**src/rtl/z_result_collector.sv**
```systemverilog
// z_result_collector: captures strobed z_out results into an m x m buffer,
// then drains the full matrix row-major over a valid/ready port once the
// multiplier signals done. Sticky flags report producer protocol errors.
module z_result_collector #(
  parameter int m  = 4,
  parameter int IW = $clog2(m)
) (
  input  logic          clk,
  input  logic          rst,
  input  logic [31:0]   z_out,
  input  logic [IW-1:0] z_i,
  input  logic [IW-1:0] z_j,
  input  logic          z_stb,
  input  logic          done,
  output logic [31:0]   r_data,
  output logic [IW-1:0] r_i,
  output logic [IW-1:0] r_j,
  output logic          r_valid,
  input  logic          r_ready,
  output logic          r_last,
  output logic          busy,
  output logic          err_missing,
  output logic          err_dup,
  output logic          err_overrun
);

  localparam int N  = m * m;
  localparam int AW = (N > 1) ? $clog2(N) : 1;

  typedef enum logic {COLLECT, DRAIN} state_t;

  state_t          r_state;
  logic [31:0]     r_buf [N];
  logic [N-1:0]    r_mask;
  logic [IW-1:0]   r_row;
  logic [IW-1:0]   r_col;
  logic            r_err_missing;
  logic            r_err_dup;
  logic            r_err_overrun;

  logic            w_in_range;
  logic [AW-1:0]   w_wr_idx;
  logic [AW-1:0]   w_rd_idx;
  logic [N-1:0]    w_onehot;
  logic            w_set;
  logic            w_hit;
  logic [N-1:0]    w_mask_upd;
  logic            w_at_end;

  // When m is a power of two every index value is a real cell; otherwise
  // indices past m-1 must be rejected.
  generate
    if (m == (1 << IW)) begin : g_pow2
      assign w_in_range = 1'b1;
    end else begin : g_npow2
      assign w_in_range = (z_i < IW'(m)) && (z_j < IW'(m));
    end
  endgenerate

  // Write-side address decode and written-mask update
  always_comb begin
    w_wr_idx   = AW'(z_i) * AW'(m) + AW'(z_j);
    w_rd_idx   = AW'(r_row) * AW'(m) + AW'(r_col);
    w_set      = z_stb && w_in_range;
    w_onehot   = w_set ? (N'(1) << w_wr_idx) : '0;
    w_hit      = |(r_mask & w_onehot);
    w_mask_upd = r_mask | w_onehot;
    w_at_end   = (r_row == IW'(m - 1)) && (r_col == IW'(m - 1));
  end

  // Drain port outputs come straight from state, pointer and buffer
  always_comb begin
    r_valid     = (r_state == DRAIN);
    busy        = r_valid;
    r_i         = r_row;
    r_j         = r_col;
    r_last      = r_valid && w_at_end;
    r_data      = r_valid ? r_buf[w_rd_idx] : 32'h0;
    err_missing = r_err_missing;
    err_dup     = r_err_dup;
    err_overrun = r_err_overrun;
  end

  // Collect/drain state machine, buffer writes and sticky error flags
  always_ff @(posedge clk or posedge rst) begin
    if (rst) begin
      r_state       <= COLLECT;
      r_mask        <= '0;
      r_row         <= '0;
      r_col         <= '0;
      r_err_missing <= 1'b0;
      r_err_dup     <= 1'b0;
      r_err_overrun <= 1'b0;
      for (int k = 0; k < N; k++) r_buf[k] <= 32'h0;
    end else begin
      case (r_state)
        COLLECT: begin
          if (w_set) r_buf[w_wr_idx] <= z_out;
          r_mask <= w_mask_upd;
          // Out-of-range indices and rewrites of a cell are both duplicates
          if (z_stb && (!w_in_range || w_hit)) r_err_dup <= 1'b1;
          // Same-cycle strobe counts toward completeness via w_mask_upd
          if (done) begin
            r_state <= DRAIN;
            if (!(&w_mask_upd)) r_err_missing <= 1'b1;
          end
        end
        DRAIN: begin
          if (z_stb) r_err_overrun <= 1'b1;
          if (r_ready) begin
            if (w_at_end) begin
              r_state <= COLLECT;
              r_mask  <= '0;
              r_row   <= '0;
              r_col   <= '0;
            end else if (r_col == IW'(m - 1)) begin
              r_col <= '0;
              r_row <= r_row + IW'(1);
            end else begin
              r_col <= r_col + IW'(1);
            end
          end
        end
        default: r_state <= COLLECT;
      endcase
    end
  end

endmodule

```
**config.mk**
```make
export PLATFORM = sky130hd
export DESIGN_NAME = z_result_collector
export DESIGN_NICKNAME = d
export VERILOG_FILES = /design/src/rtl/z_result_collector.sv
export SDC_FILE = /design/constraint.sdc
export NUM_CORES = 1
export LEC_CHECK = 0
export CAP_MARGIN = 40
export CORE_MARGIN = 1
export CORE_UTILIZATION = 50
export DETAILED_ROUTE_END_ITERATION = 8
export GPL_TIMING_DRIVEN = 0
export PLACE_DENSITY = 0.7
export SLEW_MARGIN = 20
export SYNTH_ARGS = -nofsm -noshare
export SYNTH_HDL_FRONTEND = slang
export SYNTH_SLANG_ARGS = --single-unit
export TNS_END_PERCENT = 10
```
**constraint.sdc**
```tcl
create_clock -name clk -period 36.6 [get_ports clk]
set_clock_uncertainty 0.05 [all_clocks]
set_input_delay 7.32 -clock clk [delete_from_list [all_inputs] [get_ports clk]]
set_output_delay 7.32 -clock clk [all_outputs]
set_load 0.02 [all_outputs]
```
==> parameters.txt, run 1 <==
Parameter                              Value

Min path
  Worst hold path type ... flop to flop

Clock network
  CTS tree ... yes
  CTS Root Cell ... sky130_fd_sc_hd__clkbuf_16
  Hold buffer count at cts ... 0
  Clk buf depth ... 3
  Total clock buffers created by CTS ... 57
  Quantity of gates resized following cts ... 0
  Number of setup buffers added after CTS ... 0
  # clock sinks ... 536
  H-tree depth ... 2
  Clk slew on worst S/H paths ... 60 ps
  Clk Latency, worst-skew pair ... 620 ps

Synth
  Synth async-reset ratio ... 100%
  Number of flip-flops and latches in the synthesized netlist ... 536
  Cells after Synth ... 1482
  Main synth FF type ... sky130_fd_sc_hd__dfrtp_1
  Synthesized area ... 24200 um^2
  Synthesized net count ... 1525
  Ys Warns ... 0
  Average cell area after synthesis ... 16.3 um^2
  Sequential share of the synthesized area ... 55.4%
  Count of unique library cells instantiated by Yosys ... 32
  Number of synthesized flops with an enable pin ... 0

Setup path
  Critical Path End Type ... primary output
  Arrival time of the worst setup path ... 4010 ps
  Required @ worst endpoint ... 29230 ps
  CP Launch Type ... flop
  Largest driver fanout on the critical path ... 10
  Setup Crit Path Kind ... flop to primary output

STA
  Worst relative slew slack ... 44.6%
  Number of endpoints with negative hold slack in the final report ... 0
  Number of max-slew violations in the final report ... 0
  Post-route clock period utilization ... 31.1%
  Fin crit period ... 11380 ps
  Post-Route Setup TNS ... 0 ps
  Endpoints failing setup ... 0
  Setup repair after global routing missed its margin ... no
  Slew of the pin with the lowest slew margin ... 831 ps
  PnR worst setup slack ... 25220 ps
  Highest achievable clock rate ... 87.9 MHz

Floorplan
  Die span in x ... 222 um
  Die outline area ... 49300 um^2
  Initial core utilization ... 50.7%
  Std-Cell Rows ... 80
  Placeable core region ... 47700 um^2
  Ports placed on the boundary ... 83
  Die H ... 222 um

Placed design
  Worst-case setup slack after placement ... 25710 ps
  Routability cong. ... 0.840
  Half-perimeter wire length of the detailed placement result ... 41300 um
  Number of port buffers ... 82
  Total placed cells including tap cells ... 2217

Pwr
  Max rail drop VDD ... 37.9 uV
  Leakage ... 13.7 nW
  Pwr Density ... 60.0 nW/um^2

Detailed routing
  Per-cell routed wire length ... 26.8 um
  Antenna Nets Post-Route ... 0
  Final wirelength ... 62400 um
  Vias per cell ... 6.05
  Iteration-0 DRC count of the detailed router ... 1088
  Length of the first detailed-routing pass in iterations ... 5
  Total via count after detailed routing ... 14100
  Number of remaining DRC errors ... 0

GRT
  Largest net degree at the start of global routing ... 107
  Number of global-route vias before repair ... 15000
  Remaining Overflow, GRT ... 0
  Initial antenna violation count ... 0
  Aggregate global-route resource usage ... 26.2%
  First-pass GRT wire length ... 95800 um

Flow run
  # Max-Cap Violations ... 0

Layout
  Share of final-layout standard cells stronger than drive strength 1 ... 50.6%
  Nets ... 1709
  Antenna Cells ... 0
  Syn-to-layout area delta ... 17.3%
  Final Instance Count excl. Fillers ... 2329
  Most common cell after layout, fill and taps aside ... sky130_fd_sc_hd__dfrtp_1
  Commonest cells after routing, fill and taps aside ... 536 x sky130_fd_sc_hd__dfrtp_1, 515 x sky130_fd_sc_hd__mux2_2, 162 x sky130_fd_sc_hd__mux4_2, 82 x sky130_fd_sc_hd__clkdlybuf4s50_1, 68 x sky130_fd_sc_hd__clkbuf_1

Run status
  Outcome ... finished clean
## sequential cells by signal, summed over array words and instances, names as in the netlist
signal and count:
busy 1, err_dup 1, err_missing 1, err_overrun 1
r_buf 512, r_i 2, r_j 2, r_mask 16
## worst max-delay path, stage by stage, from the launching register on
cell	delay (ps)
sky130_fd_sc_hd__dfrtp_1	520
sky130_fd_sc_hd__clkbuf_1	590
sky130_fd_sc_hd__buf_1	490
sky130_fd_sc_hd__buf_6	240
sky130_fd_sc_hd__mux4_2	320
sky130_fd_sc_hd__mux4_2	450
sky130_fd_sc_hd__and2_1	230
sky130_fd_sc_hd__clkdlybuf4s50_1	550
## worst paths after layout
path                        startpoint  cells after the start          end  slack [ps]
setup / recovery                r_j[1]                      7   r_data[30]       25220
hold / removal             err_overrun                      1  err_overrun         420
setup reg to reg                  busy                      7    r_buf[55]       33900
hold reg to reg            err_overrun                      1  err_overrun         420
max in group asynchronous          rst                      5    r_buf[98]       27660
min in group asynchronous          rst                      2    r_buf[15]        7080
## final cells by class
| class | count | area (um^2) |
|---|---|---|
| well taps | 615 | 769 |
| flip-flops and latches | 536 | 13400 |
| multi-input cells | 813 | 10200 |
| fillers | 3643 | 19300 |
| repair buffers | 125 | 1400 |
| inverters | 2 | 15.0 |
| clock buffers | 92 | 1780 |
| plain buffers | 131 | 583 |
| clock inverters | 15 | 230 |
## stage by stage
stage                     util (%)  area, um^2  hold WS, ps  power, W
final                         59.5       28400          422   0.00171
after global routing          59.5       28400          429   0.00177
after CTS                     59.4       28400          419   0.00171
after detailed placement      55.2       26400          395   0.00111
after global placement        54.1       25800          395   0.00108
after floorplan                  -       24200          414  0.000945
## Yosys cell counts, drive strengths merged (4+ instances only)
| library cell | n | area (um^2) |
|---|---|---|
| nor4 | 4 | 25.0 |
| mux4 | 162 | 3650 |
| a21oi | 17 | 85.1 |
| and2 | 33 | 206 |
| nor2b | 4 | 25.0 |
| nand2 | 39 | 146 |
| a21o | 8 | 60.1 |
| buf | 76 | 373 |
| clkbuf | 55 | 206 |
| nor3b | 5 | 47.5 |
| mux2 | 515 | 5800 |
| nor3 | 5 | 25.0 |
| dfrtp | 536 | 13400 |
## power by group
| group | switching, W | total, W | internal [W] | leakage [nW] |
|---|---|---|---|---|
| clock | 0.000242 | 0.000604 | 0.000361 | 0.992 |
| sequential | 0.0000314 | 0.000680 | 0.000649 | 7.41 |
| combinational | 0.000224 | 0.000421 | 0.000198 | 5.33 |
## logic make-up (layout without fill, tap and decap cells)
group | Yosys count | after routing | share of synthesized area (%)
mux | 678 | 678 | 39.0
flops | 536 | 536 | 55.4
buf+inv | 133 | 365 | 2.42
simple gates | 101 | 101 | 2.25
compound gates | 32 | 32 | 0.826
fa+ha+maj | 2 | 2 | 0.103
## layer usage
layer | part of all wire [%] | wire (um) | global-route usage [%]
met1 | 46 | 28700 | 39.0
met2 | 46 | 28900 | 39.7
met3 | 5.6 | 3500 | 4.97
met4 | 2.0 | 1280 | 7.12
met5 | 0 | 0 | 0
Note: power is estimated with default switching activity, not from simulation.
==> inputs of run 2 (changes only) <==
==> constraint.sdc (replaced) <==
create_clock -name clk -period 11.87 [get_ports clk]
set_clock_uncertainty 0.05 [all_clocks]
set_input_delay 2.374 -clock clk [delete_from_list [all_inputs] [get_ports clk]]
set_output_delay 2.374 -clock clk [all_outputs]
set_load 0.02 [all_outputs]
==> run 2 against run 1 <==
- clock-buffer cell count down 5
- sequential share of layout area down 0.16 points
- critical endpoint is now r_data[15]
- hold slack worse by 5.7 ps
- flip-flop and latch count unchanged
- non-clock buffer count up 10
- largest cell class unchanged
- global-route usage up 0.55 points
==> parameters.txt, run 2 (synthesized netlist as in run 1, its figures left out) <==
Parameter                              Value

Clock network
  Number of setup buffers added after CTS ... 0 (unchanged)
  Total clock buffers created by CTS ... 56 (-1.8%)
  # clock sinks ... 536 (unchanged)
  Clk slew on worst S/H paths ... 60 ps (about the same)
  Hold buffer count at cts ... 0 (unchanged)
  Clk buf depth ... 3 (unchanged)
  Clk Latency, worst-skew pair ... 600 ps (-20 ps)
  Quantity of gates resized following cts ... 0 (unchanged)
  CTS tree ... yes
  H-tree depth ... 2 (unchanged)
  CTS Root Cell ... sky130_fd_sc_hd__clkbuf_16

Detailed routing
  Total via count after detailed routing ... 14100 (+0.20%)
  Antenna Nets Post-Route ... 0 (unchanged)
  Length of the first detailed-routing pass in iterations ... 4 (-1)
  Number of remaining DRC errors ... 0 (unchanged)
  Final wirelength ... 63700 um (+2.2%)
  Per-cell routed wire length ... 27.3 um (+1.9%)
  Iteration-0 DRC count of the detailed router ... 1179 (+8.4%)
  Vias per cell ... 6.04 (about the same)

STA
  Slew of the pin with the lowest slew margin ... 832 ps (+0.443 ps)
  Number of max-slew violations in the final report ... 0 (unchanged)
  Post-route clock period utilization ... 54.2%
  PnR worst setup slack ... 5440 ps (-19780 ps)
  Setup repair after global routing missed its margin ... no
  Number of endpoints with negative hold slack in the final report ... 0 (unchanged)
  Fin crit period ... 6430 ps
  Endpoints failing setup ... 0 (unchanged)
  Highest achievable clock rate ... 155 MHz
  Worst relative slew slack ... 44.5% (about the same)

Pwr
  Cell-internal power ... 0.00372 W (+210%)
  Switching share of total power ... 29.1% (-0.14 points)
  Proportion of power drawn by the clock network ... 34.9% (-0.5 points)
  Leakage ... 13.8 nW (+0.29%)
  Sequential Power Share ... 40.1% (+0.2 points)
  Max rail drop VDD ... 109 uV (+190%)
  Net Sw Power ... 0.00152 W (+210%)
  Power consumption ... 0.00524 W (+210%)
  Pwr Density ... 184 nW/um^2 (+210%)
  Part of the total power dissipated in combinational logic ... 25.0% (+0.3 points)

Setup path
  Critical path buffer and inverter count ... 5 (+1)
  Arrival time of the worst setup path ... 4010 ps (about the same)
  Largest driver fanout on the critical path ... 7 (-3)
  Ordered cell list for the critical path ... clkbuf_1, buf_6, clkbuf_1, buf_6, mux4_2, mux4_2, and2_1, clkdlybuf4s50_1
  Critical Path End Type ... primary output
  Setup Crit Path Kind ... flop to primary output
  Maximum cell stage delay along the critical path ... 550 ps (-40 ps)
  Master of the slowest instance on the critical path ... sky130_fd_sc_hd__clkbuf_1
  CP Launch Type ... flop
  Cell family with the largest share of critical-path delay ... buffers and inverters
  Required @ worst endpoint ... 9450 ps (-19780 ps)

Floorplan
  Initial core utilization ... 50.7% (unchanged)
  Die span in x ... 222 um (unchanged)
  Ports placed on the boundary ... 83 (unchanged)
  Die outline area ... 49300 um^2 (unchanged)
  Placeable core region ... 47700 um^2 (unchanged)
  Std-Cell Rows ... 80 (unchanged)
  Die H ... 222 um (unchanged)

Layout
  Commonest cells after routing, fill and taps aside ... 536 x sky130_fd_sc_hd__dfrtp_1, 515 x sky130_fd_sc_hd__mux2_2, 162 x sky130_fd_sc_hd__mux4_2, 82 x sky130_fd_sc_hd__clkdlybuf4s50_1, 71 x sky130_fd_sc_hd__clkbuf_1
  Syn-to-layout area delta ... 17.7%
  Flip-flop count of the largest register after layout ... 512 (unchanged)
  Largest registers in the final layout ... r_buf: 512 flops, r_mask: 16 flops
  Share of final-layout standard cells stronger than drive strength 1 ... 50.7% (about the same)
  Register ranked first by flip-flop count ... r_buf
  Most common cell after layout, fill and taps aside ... sky130_fd_sc_hd__dfrtp_1
  Nets ... 1718 (+0.53%)
  Final Util ... 59.7% (+0.21 points)

GRT
  Remaining Overflow, GRT ... 0 (unchanged)
  Initial antenna violation count ... 1 (+1)
  Aggregate global-route resource usage ... 26.8% (+0.55 points)
  Largest net degree at the start of global routing ... 37 (-65%)
  Number of global-route vias before repair ... 15200 (+1.5%)
  First-pass GRT wire length ... 97200 um (+1.5%)

Min path
  Worst hold path type ... flop to flop

Placed design
  Half-perimeter wire length of the detailed placement result ... 42400 um (+2.7%)
  Worst-case setup slack after placement ... 5930 ps (-19780 ps)
  Number of port buffers ... 82 (unchanged)
  Routability cong. ... 0.884 (+5.2%)

Flow run
  # Max-Cap Violations ... 0 (unchanged)

Run status
  Outcome ... finished clean
==> run 2: stage by stage <==
step                std cells  cell area (um^2)  hold WS [ps]  setup TNS [ps]
global route             2335             28500           450               0
floorplan                1482             24200           414               0
global placement         2179             25800           399         -508710
detailed placement       2229             26600           399               0
CTS                      2331             28500           417               0
finish                   2335             28500           416               0
==> run 2: final timing paths <==
check,end,startpoint,cells past startpoint,slack [ps]
min reg2reg,err_overrun,err_overrun,1,420
max reg2reg,r_buf[39],busy,7,9170
max,r_data[15],r_j[1],8,5440
max in group asynchronous,r_buf[162],rst,10,7370
min in group asynchronous,r_buf[111],rst,2,2170
min,err_overrun,err_overrun,1,420
==> run 2: per-layer routing <==
metal,track usage [%],wire [um],share of wire [%],vias to the layer above
li1,-,-,-,5914
met5,0,0,0,-
met2,42.5,30700,48,409
met3,5.57,3800,6.0,91
met1,37.5,27700,44,7693
met4,7.75,1510,2.4,0
==> run 2: area by class of cell <==
cell class,count,area [um^2]
fillers,3600,19200
flip-flops and latches,536,13400
multi-input cells,813,10200
clock buffers,87,1690
repair buffers,135,1580
well taps,615,769
plain buffers,131,584
clock inverters,15,236
inverters,2,11.3
diodes,1,2.50
==> run 2: power by group through the flow <==
| stage | clock [W] | sequential, W | combinational (W) |
|---|---|---|---|
| 2_1_floorplan | 0 | 0.00211 | 0.000808 |
| 3_3_place_gp | 0 | 0.00212 | 0.00122 |
| 3_5_place_dp | 0 | 0.00213 | 0.00131 |
| 4_1_cts | 0.00185 | 0.00210 | 0.00131 |
| 5_1_grt | 0.00192 | 0.00212 | 0.00138 |
| 6_report | 0.00183 | 0.00210 | 0.00131 |
==> inputs of run 3 (changes only) <==
==> constraint.sdc (replaced) <==
create_clock -name clk -period 6.6 [get_ports clk]
set_clock_uncertainty 0.05 [all_clocks]
set_input_delay 1.32 -clock clk [delete_from_list [all_inputs] [get_ports clk]]
set_output_delay 1.32 -clock clk [all_outputs]
set_load 0.02 [all_outputs]
==> results of run 3 <==
Same layout as run 2 (identical final DEF). Status: finished clean.
Among the figures that moved: setup slack after placement 5930 ps -> 1720 ps; setup slack after layout 5440 ps -> 1220 ps; register-to-register setup slack 9170 ps -> 3900 ps; total power 0.00524 W -> 0.00942 W; worst IR drop on VDD 109 uV -> 196 uV
